`src/rtl/lfsr_sched_if.sv`:
```
// rtl/lfsr_sched_if.sv - register-write bus between the scheduler and the LFSR block
interface lfsr_sched_if #(
    parameter int N = 8
);
    logic [15:0]  lfsr_A;
    logic         lfsr_W;
    logic [N-1:0] lfsr_D;
    logic [N-1:0] lfsr_Q;

    modport master (
        output lfsr_A,
        output lfsr_W,
        output lfsr_D,
        input  lfsr_Q
    );

    modport slave (
        input  lfsr_A,
        input  lfsr_W,
        input  lfsr_D,
        output lfsr_Q
    );
endinterface

```
`src/rtl/lfsr_sched.sv`:
```
// rtl/lfsr_sched.sv - round-robin LFSR step scheduler with configure sequencer
module lfsr_sched #(
    parameter int          N         = 8,
    parameter int          NREQ      = 4,
    parameter int          WAIT_CYC  = 2,
    parameter logic [15:0] POLY_ADDR = 16'h0012,
    parameter logic [15:0] SEED_ADDR = 16'h0014,
    parameter logic [15:0] CTRL_ADDR = 16'h0010
) (
    input  logic            clock,
    input  logic            reset,
    input  logic            cfg_start,
    input  logic [N-1:0]    cfg_poly,
    input  logic [N-1:0]    cfg_seed,
    output logic            cfg_busy,
    input  logic [NREQ-1:0] req,
    output logic [NREQ-1:0] rnd_valid,
    output logic [N-1:0]    rnd_data,
    output logic            busy,
    lfsr_sched_if.master    bus
);
    localparam int GW = (NREQ > 1) ? $clog2(NREQ) : 1;

    localparam logic [2:0] S_UNCFG   = 3'd0;
    localparam logic [2:0] S_WR_POLY = 3'd1;
    localparam logic [2:0] S_WR_SEED = 3'd2;
    localparam logic [2:0] S_READY   = 3'd3;
    localparam logic [2:0] S_STEP    = 3'd4;
    localparam logic [2:0] S_WAIT    = 3'd5;
    localparam logic [2:0] S_STOP    = 3'd6;
    localparam logic [2:0] S_DELIVER = 3'd7;

    // WAIT is left when the counter reaches zero, so it is loaded with one less.
    localparam logic [3:0] WAIT_LOAD = 4'(WAIT_CYC - 1);

    logic [2:0]      state_q, state_d;
    logic [3:0]      wcnt_q, wcnt_d;
    logic [GW-1:0]   rr_q, rr_d;
    logic [GW-1:0]   grant_q, grant_d;
    logic            pend_q, pend_d;
    logic [N-1:0]    poly_q, poly_d;
    logic [N-1:0]    seed_q, seed_d;

    logic            cfg_busy_q, cfg_busy_d;
    logic            busy_q, busy_d;
    logic [NREQ-1:0] rnd_valid_q, rnd_valid_d;
    logic [N-1:0]    rnd_data_q, rnd_data_d;
    logic [15:0]     bus_a_q, bus_a_d;
    logic            bus_w_q, bus_w_d;
    logic [N-1:0]    bus_wd_q, bus_wd_d;

    logic            accept;
    logic            in_grant;
    logic            rr_hit;
    logic [GW-1:0]   rr_pick;
    logic [GW-1:0]   rr_idx;

    // A configure command is only taken while nothing is pending or being written.
    assign accept   = cfg_start & ~cfg_busy_q;
    assign in_grant = (state_q == S_STEP) || (state_q == S_WAIT) ||
                      (state_q == S_STOP) || (state_q == S_DELIVER);

    // Round-robin search: scan downwards so the requester closest to rr wins.
    always_comb begin
        rr_hit  = 1'b0;
        rr_pick = '0;
        rr_idx  = '0;
        for (int k = NREQ - 1; k >= 0; k--) begin
            rr_idx = GW'((int'(rr_q) + k) % NREQ);
            if (req[rr_idx]) begin
                rr_hit  = 1'b1;
                rr_pick = rr_idx;
            end
        end
    end

    // Sequencer next state, configure capture and pending-configure tracking.
    always_comb begin
        state_d = state_q;
        wcnt_d  = wcnt_q;
        rr_d    = rr_q;
        grant_d = grant_q;
        pend_d  = pend_q;
        poly_d  = poly_q;
        seed_d  = seed_q;

        if (accept) begin
            poly_d = cfg_poly;
            seed_d = cfg_seed;
        end

        // A configure arriving mid-transaction is parked until the next READY.
        if (accept && in_grant) begin
            pend_d = 1'b1;
        end

        case (state_q)
            S_UNCFG: begin
                if (accept) begin
                    state_d = S_WR_POLY;
                end
            end
            S_WR_POLY: begin
                state_d = S_WR_SEED;
            end
            S_WR_SEED: begin
                state_d = S_READY;
            end
            S_READY: begin
                if (pend_q || accept) begin
                    state_d = S_WR_POLY;
                    pend_d  = 1'b0;
                end else if (rr_hit) begin
                    grant_d = rr_pick;
                    rr_d    = GW'((int'(rr_pick) + 1) % NREQ);
                    state_d = S_STEP;
                end
            end
            S_STEP: begin
                wcnt_d  = WAIT_LOAD;
                state_d = S_WAIT;
            end
            S_WAIT: begin
                if (wcnt_q == 4'd0) begin
                    state_d = S_STOP;
                end else begin
                    wcnt_d = wcnt_q - 4'd1;
                end
            end
            S_STOP: begin
                state_d = S_DELIVER;
            end
            S_DELIVER: begin
                state_d = S_READY;
            end
            default: begin
                state_d = S_UNCFG;
            end
        endcase
    end

    // Outputs are decoded from the state being entered so they can be registered.
    always_comb begin
        bus_a_d  = 16'h0000;
        bus_w_d  = 1'b0;
        bus_wd_d = '0;
        case (state_d)
            S_WR_POLY: begin
                bus_a_d  = POLY_ADDR;
                bus_w_d  = 1'b1;
                bus_wd_d = poly_d;
            end
            S_WR_SEED: begin
                bus_a_d  = SEED_ADDR;
                bus_w_d  = 1'b1;
                bus_wd_d = seed_d;
            end
            S_STEP: begin
                bus_a_d  = CTRL_ADDR;
                bus_w_d  = 1'b1;
                bus_wd_d = N'(1);
            end
            S_STOP: begin
                bus_a_d  = CTRL_ADDR;
                bus_w_d  = 1'b1;
                bus_wd_d = '0;
            end
            default: begin
            end
        endcase

        busy_d     = (state_d == S_STEP) || (state_d == S_WAIT) ||
                     (state_d == S_STOP) || (state_d == S_DELIVER);
        cfg_busy_d = (state_d == S_WR_POLY) || (state_d == S_WR_SEED) || pend_d;

        rnd_valid_d = '0;
        if (state_d == S_DELIVER) begin
            rnd_valid_d[grant_d] = 1'b1;
        end

        // The stepped value has settled by STOP; hold it for the delivery cycle.
        rnd_data_d = (state_q == S_STOP) ? bus.lfsr_Q : rnd_data_q;
    end

    // State and output registers with synchronous active-high reset.
    always_ff @(posedge clock) begin
        if (reset) begin
            state_q     <= S_UNCFG;
            wcnt_q      <= 4'd0;
            rr_q        <= '0;
            grant_q     <= '0;
            pend_q      <= 1'b0;
            poly_q      <= '0;
            seed_q      <= '0;
            cfg_busy_q  <= 1'b0;
            busy_q      <= 1'b0;
            rnd_valid_q <= '0;
            rnd_data_q  <= '0;
            bus_a_q     <= 16'h0000;
            bus_w_q     <= 1'b0;
            bus_wd_q    <= '0;
        end else begin
            state_q     <= state_d;
            wcnt_q      <= wcnt_d;
            rr_q        <= rr_d;
            grant_q     <= grant_d;
            pend_q      <= pend_d;
            poly_q      <= poly_d;
            seed_q      <= seed_d;
            cfg_busy_q  <= cfg_busy_d;
            busy_q      <= busy_d;
            rnd_valid_q <= rnd_valid_d;
            rnd_data_q  <= rnd_data_d;
            bus_a_q     <= bus_a_d;
            bus_w_q     <= bus_w_d;
            bus_wd_q    <= bus_wd_d;
        end
    end

    assign cfg_busy   = cfg_busy_q;
    assign busy       = busy_q;
    assign rnd_valid  = rnd_valid_q;
    assign rnd_data   = rnd_data_q;
    assign bus.lfsr_A = bus_a_q;
    assign bus.lfsr_W = bus_w_q;
    assign bus.lfsr_D = bus_wd_q;

endmodule
```
`src/flat_wrapper.sv`:
```
// flat-port wrapper written by rule: the top's interface ports become plain ports
module lfsr_sched_flat 
#(
    parameter int          N         = 8,
    parameter int          NREQ      = 4,
    parameter int          WAIT_CYC  = 2,
    parameter logic [15:0] POLY_ADDR = 16'h0012,
    parameter logic [15:0] SEED_ADDR = 16'h0014,
    parameter logic [15:0] CTRL_ADDR = 16'h0010
)
  (clock, reset, cfg_start, cfg_poly, cfg_seed, cfg_busy, req, rnd_valid, rnd_data, busy, bus_lfsr_A, bus_lfsr_W, bus_lfsr_D, bus_lfsr_Q);
  lfsr_sched_if #(.N(N)) bus_i ();
  input  logic clock;
  input  logic reset;
  input  logic cfg_start;
  input  logic [N-1:0] cfg_poly;
  input  logic [N-1:0] cfg_seed;
  output logic cfg_busy;
  input  logic [NREQ-1:0] req;
  output logic [NREQ-1:0] rnd_valid;
  output logic [N-1:0] rnd_data;
  output logic busy;
  output wire logic [$bits(bus_i.lfsr_A)-1:0] bus_lfsr_A;
  output wire logic [$bits(bus_i.lfsr_W)-1:0] bus_lfsr_W;
  output wire logic [$bits(bus_i.lfsr_D)-1:0] bus_lfsr_D;
  input wire logic [$bits(bus_i.lfsr_Q)-1:0] bus_lfsr_Q;
  assign bus_lfsr_A = bus_i.lfsr_A;
  assign bus_lfsr_W = bus_i.lfsr_W;
  assign bus_lfsr_D = bus_i.lfsr_D;
  assign bus_i.lfsr_Q = bus_lfsr_Q;
  lfsr_sched #(.N(N), .NREQ(NREQ), .WAIT_CYC(WAIT_CYC), .POLY_ADDR(POLY_ADDR), .SEED_ADDR(SEED_ADDR), .CTRL_ADDR(CTRL_ADDR)) u_core (.clock(clock), .reset(reset), .cfg_start(cfg_start), .cfg_poly(cfg_poly), .cfg_seed(cfg_seed), .cfg_busy(cfg_busy), .req(req), .rnd_valid(rnd_valid), .rnd_data(rnd_data), .busy(busy), .bus(bus_i));
endmodule
```
`config.mk`:
```
export PLATFORM = sky130hd
export DESIGN_NAME = lfsr_sched_flat
export DESIGN_NICKNAME = d
export VERILOG_FILES = /design/src/rtl/lfsr_sched_if.sv /design/src/rtl/lfsr_sched.sv /design/src/flat_wrapper.sv
export SDC_FILE = /design/constraint.sdc
export NUM_CORES = 1
export LEC_CHECK = 0
export CAP_MARGIN = 20
export CORE_MARGIN = 2
export CORE_UTILIZATION = 35
export CTS_CLUSTER_DIAMETER = 40
export DETAILED_ROUTE_END_ITERATION = 10
export GPL_ROUTABILITY_DRIVEN = 0
export PLACE_DENSITY = 0.72
export SETUP_SLACK_MARGIN = 0.5
export SYNTH_ARGS = -nofsm -noshare
export SYNTH_HDL_FRONTEND = slang
export SYNTH_SLANG_ARGS = --single-unit
```
`constraint.sdc`:
```
create_clock -name clock -period 2.4 [get_ports clock]
set_clock_uncertainty 0.1 [all_clocks]
set_input_delay 0.36 -clock clock [delete_from_list [all_inputs] [get_ports clock]]
set_output_delay 0.36 -clock clock [all_outputs]
set_load 0.02 [all_outputs]
```
# --- After elaboration in Yosys (flattened, before gate mapping) ---
# Cells that the tools add are included.
totals:
  latchBits: 0
  mem_bits_rw: 0
  mem_count: 0
  regBits: 67
  romBits: 0
  wordCells: 99
classes:
  add_sub_neg: 5
  shifts: 0
  div_mod_pow: 0
  eq_ne: 14
  muxes: 36
  n_lt_le_gt_ge: 6
  multipliers: 0
  reduce_logical: 20
  bitwise: 4
ops:
  columns: ["operator", "n"]
  rows:
  - ["3-bit == test (second input constant)", 8]
  - ["8-bit one-hot mux with 3 select lines", 1]
  - ["3-bit one-hot mux with 7 select lines", 1]
  - ["8-bit 2-to-1 mux", 2]
  - ["2-bit by 3-bit < comparator with 1-bit output (second input constant)", 5]
  - ["5-bit one-hot mux with 3 select lines", 1]
  - ["2-bit 2-to-1 mux", 7]
  - ["1-bit 2-to-1 mux", 13]
  - ["3-bit 2-to-1 mux", 4]
  - ["3-bit by 2-bit == test with 1-bit output (second input constant)", 3]
  - ["1-bit logical OR", 9]
  - ["1-bit binary-select mux with 2-bit select", 4]
  - ["4-bit one-hot mux with 2 select lines", 1]
  - ["3-bit by 1-bit == test with 1-bit output (second input constant)", 2]
  - ["2-bit OR reduction", 3]
  - ["2-bit by 1-bit adder with 2-bit output (second input constant)", 2]
  - ["2-bit adder (second input constant)", 2]
  - ["4-bit zero test", 1]
  - ["4-bit 2-to-1 mux", 1]
  - ["4-bit OR reduction", 1]
  - ["4-bit by 1-bit subtractor with 4-bit output (second input constant)", 1]
  - ["3-bit zero test", 1]
  - ["1-bit inverter", 3]
  - ["3-bit AND reduction", 1]
  - ["other kinds (7)", 8]

# --- Depth between registers and ports, before layout ---
depth:
  word_depth: 14
  mapped_depth: 7
  mapped_depth_nobuf: 7

# --- Worst setup path after synthesis ---
# OpenSTA, ideal clock, no wires.
synth_path:
  path_type: "register to register"
  startpoint: "reg, netlist name u_core.busy"
  endpoint: "reg u_core.rnd_valid_q[0], in the netlist u_core.rnd_valid[0]"
  synth_period_minus_slack_ps: 2009
  required_time_ps: 2208
  setup_time_ps: 92
  t_arrival_ps: 1817
  stages_incl_launch_ff: 6
  slack_ps: 391
  n_path_buf: 1
  path_cell_list: "dfxtp_1 buf_6 nand3b_4 nor4_2 mux2_2 nor4_1"
synth_rtl:
  columns: ["item", "line", "rtl"]
  rows:
  - ["end signal, assigned", "lfsr_sched.sv:212", "rnd_valid_q <= rnd_valid_d;"]
  - ["end, declared", "lfsr_sched.sv:46", "logic [NREQ-1:0] rnd_valid_q, rnd_valid_d;"]

# --- Worst setup path after layout ---
layout_path:
  startpoint: "reg u_core.wcnt_q[0]"
  endpoint: "reg u_core.bus_wd_q[6], in the netlist u_core.bus.lfsr_D[6]"
layout_via:
  elab_chain_cells: 5
layout_lines:
  columns: ["item", "line", "rtl"]
  rows:
  - ["start, declared", "lfsr_sched.sv:37", "logic [3:0] wcnt_q, wcnt_d;"]
  - ["start signal, assigned", "lfsr_sched.sv:204", "wcnt_q <= wcnt_d;"]
  - ["4-bit zero test *", "lfsr_sched.sv:124", "if (wcnt_q == 4'd0) begin"]
  - ["3-bit 2-to-1 mux *", "lfsr_sched.sv:124", null]
  - ["3-bit one-hot mux with 7 select lines *", "lfsr_sched.sv:97", "case (state_q)"]
  - ["3-bit == test, or another cell as far along", "lfsr_sched.sv:147", "case (state_d)"]
  - ["8-bit one-hot mux with 3 select lines *", "lfsr_sched.sv:147", null]
  - ["end signal, assigned", "lfsr_sched.sv:216", "bus_wd_q <= bus_wd_d;"]
  - ["end, declared", "lfsr_sched.sv:50", "logic [N-1:0] bus_wd_q, bus_wd_d;"]
# Mark *: on every way between the ends. The rest lies on a longest branch, timed or not.
# A chain may end at the register's enable or synchronous reset.

==> impl_results.md <==
- Worst r2r dst: u_core.bus.lfsr_D[6]$_SDFF_PP0_
- Yosys warns: 0
- Total power: 2.500 mW
- Initial antenna violation count: 0
- CTS tree: done
- Ports: 70
- Endpoints failing setup: 0
- Sequential area share after synthesis: 45.03%
- Grt ovf: 0
- Reg area: 0.001076 mm²
- Required time of the worst setup path: 2540 ps
- Rows: 29
- Leakage: 1.345 nW
- Total iterations of the first detailed-routing run: 4
- Slew Viols, Final: 0
- Clock share of power: 24.3%
- Die width: 86.05 µm
- Critical Path Fanout Max: 7
- Comb power frac: 34.1%
- Hold Path End: u_core.poly_q[4]$_SDFF_PP0_
- Via count: 1,939
- Hold Vio Cnt, Final: 0
- Async set or reset register ratio after synthesis: 0%
- Sw Ratio: 31.67%
- # fillers: 565
- Drt total wl: 5399 µm
- Seq pwr share: 41.5%
- WHS Path Cells: 2
- Placeable Area: 0.006422 mm²
- WL/cell: 13.70 µm
- Layout cell share with drive strength beyond 1: 19.56%
- Min cycle time layout: 2012 ps
- Clock-pin transition on the worst setup and hold timing paths: 100 ps
- Via density: 4.921
- Critical Path End Type: flop
- Number of port buffers: 56
- Sink Count: 53
- Die area: 0.007404 mm²
- Most frequent cells in the layout: 50 x clkdlybuf4s50_1, 47 x dfxtp_1, 43 x nor2_1, 25 x mux2i_1, 22 x buf_4
- Diode count: 0
- FF-to-FF path depth: 7
- Min-Delay Path Class: flop to flop
- Final net count: 349
- Cts bufs inserted: 5
- Ys flop type: dfxtp_1
- Initial DRC Count: 114
- Placed Area: 0.003058 mm²
- Initial core utilization: 36.68%
- Clk buf depth: 2
- Final period util: 83.83%
- Routed Antenna Nets: 0
- Worst r2r src: u_core.wcnt_q[0]$_SDFFE_PP0P_
- Cell Area, Synth: 0.002356 mm²
- Vias in the first global route: 1,897
- Most common cell after layout, fill and taps aside: clkdlybuf4s50_1
- Kind of critical path: flop to flop
- EDFF count, synth: 0
- Finished layout cell area: 0.003326 mm²
- Remaining DRCs: 0
- PwrDens: 751.6 mW/mm²
- Largest net degree at the start of global routing: 21
- Crit path launch type: flop
- Clk_lat worst skew: 310 ps
- Reg-to-reg slack, setup: 390 ps
- Die Y: 86.05 µm
- Fmax: 497.0 MHz
- Area of the multi-input gates: 0.001284 mm²
- Maxcap violations: 0
- RSZ-0062 raised after global routing: yes
- Syn Area/Cell: 9.656 µm²
- H-tree Lvls: 2
- Int Power: 1.708 mW
- First-pass GRT wire length: 8776 µm
- Yosys reg bits: 53
- Max VDD drop: 395.5 µV
- Distinct cell type count after synthesis: 50
- Tot GR Track Use: 14.79%
- Hold path startpoint: u_core.poly_q[4]$_SDFF_PP0_
- Arr. time, crit path: 2160 ps
- Post-Synthesis Cells: 244
- Sw power: 0.7916 mW
- Area growth syn-to-layout: 41.16%
- Status: complete, no violations
- Root buffer cell: clkbuf_8
- DP Wirelength: 3799 µm
==> repair_timing <==
action,CTS,global route
endpoints found under the hold margin,0,0
setup buffers,6,2
resized for setup,18,8
pin swaps,8,5
hold buffers,0,0
setup endpoints to repair,19,16
==> logic make-up after synthesis <==
family / share of synthesized area [%]
mux: 11.10
flops: 45.03
compound gates: 14.02
simple gates: 19.91
fa+ha+maj: 1.062
xor+xnor: 0.7436
other cells: 0.1592
buf+inv: 7.966
==> flip-flops by register name, indices dropped and copies added (netlist names) <==
signal	cells
u_core.cfg_busy	1
u_core.seed_q	8
u_core.bus.lfsr_A	3
u_core.poly_q	8
u_core.grant_q	2
u_core.rnd_data	8
u_core.bus.lfsr_W	1
u_core.busy	1
u_core.bus.lfsr_D	8
u_core.pend_q	1
u_core.rnd_valid	4
u_core.state_q	2
u_core.wcnt_q	4
u_core.rr_q	2
==> layer usage <==
metal  track usage, %  share of wire (%)
met1            19.60                 45
met2            23.54                 48
met3            4.235                6.0
met4            4.040               0.98
met5                0                  0
==> cell type report <==
class,instances,share of cell area (%)
clock buffers,5,2.069
repair buffers,79,22.05
well taps,77,2.897
flip-flops and latches,53,32.36
multi-input cells,172,38.60
inverters,5,0.6396
clock inverters,3,1.392
==> how the worst max path moves through the flow <==
| stage | from | endpoint | slack [ps] | cells after the start |
|---|---|---|---|---|
| detailed placement | req[1] | u_core.bus.lfsr_D[4]$_SDFF_PP0_ | -120 | 6 |
| CTS | u_core.wcnt_q[0]$_SDFFE_PP0P_ | u_core.bus.lfsr_D[4]$_SDFF_PP0_ | 390 | 7 |
| global placement | req[1] | u_core.bus.lfsr_D[7]$_SDFF_PP0_ | -40 | 6 |
| finish | u_core.wcnt_q[0]$_SDFFE_PP0P_ | u_core.bus.lfsr_D[6]$_SDFF_PP0_ | 390 | 7 |
| floorplan | u_core.wcnt_q[1]$_SDFFE_PP0P_ | u_core.bus.lfsr_D[1]$_SDFF_PP0_ | 470 | 7 |
| global route | u_core.wcnt_q[0]$_SDFFE_PP0P_ | u_core.bus.lfsr_A[4]$_SDFF_PP0_ | 280 | 7 |
==> power groups by stage <==
stage          Combinational (mW)  Sequential, mW  Clock, mW
3_3_place_gp                0.757            1.05          0
2_1_floorplan               0.485            1.08          0
4_1_cts                     0.822            1.03      0.625
5_1_grt                     0.920            1.05      0.660
6_report                    0.852            1.04      0.609
3_5_place_dp                0.772            1.05          0
==> critical path, cell delays in order, from the launching register on <==
cell and delay (ps):
dfxtp_4 370, inv_4 60, ha_4 110, or4bb_4 470, a2bb2oi_4 170, and2_4 160, o31a_1 340, a21oi_1 180
==> Yosys cell counts (all sizes together), types with 3 or more instances <==
master	instances	area share [%]
clkbuf	6	0.96
o21ai	4	0.85
nand2	6	0.96
nand2b	7	1.9
nor2	43	6.9
or2	3	0.80
a211oi	3	0.96
dfxtp	53	45
buf	20	6.2
nand3b	3	1.5
nor4	5	2.2
o32a	7	3.0
mux2i	25	11
nor3	3	0.64
inv	5	0.80
nor2b	6	1.9
a21oi	15	3.2
==> metrics by stage <==
| stage | utilization (%) | setup slack, ps | hold WS [ps] | std cells | TNS (ps) |
|---|---|---|---|---|---|
| global placement | 47.61 | -39.54 | 366.2 | 378 | -235.3 |
| CTS | 51.02 | 394.1 | 397.7 | 392 | 0 |
| detailed placement | 47.61 | -116.7 | 371.8 | 378 | -803.2 |
| floorplan | - | 465.6 | 349.3 | 256 | 0 |
| finish | 51.78 | 388.1 | 400.5 | 394 | 0 |
| global route | 51.78 | 283.0 | 419.8 | 394 | 0 |
Note: power is estimated with default switching activity, not from simulation.
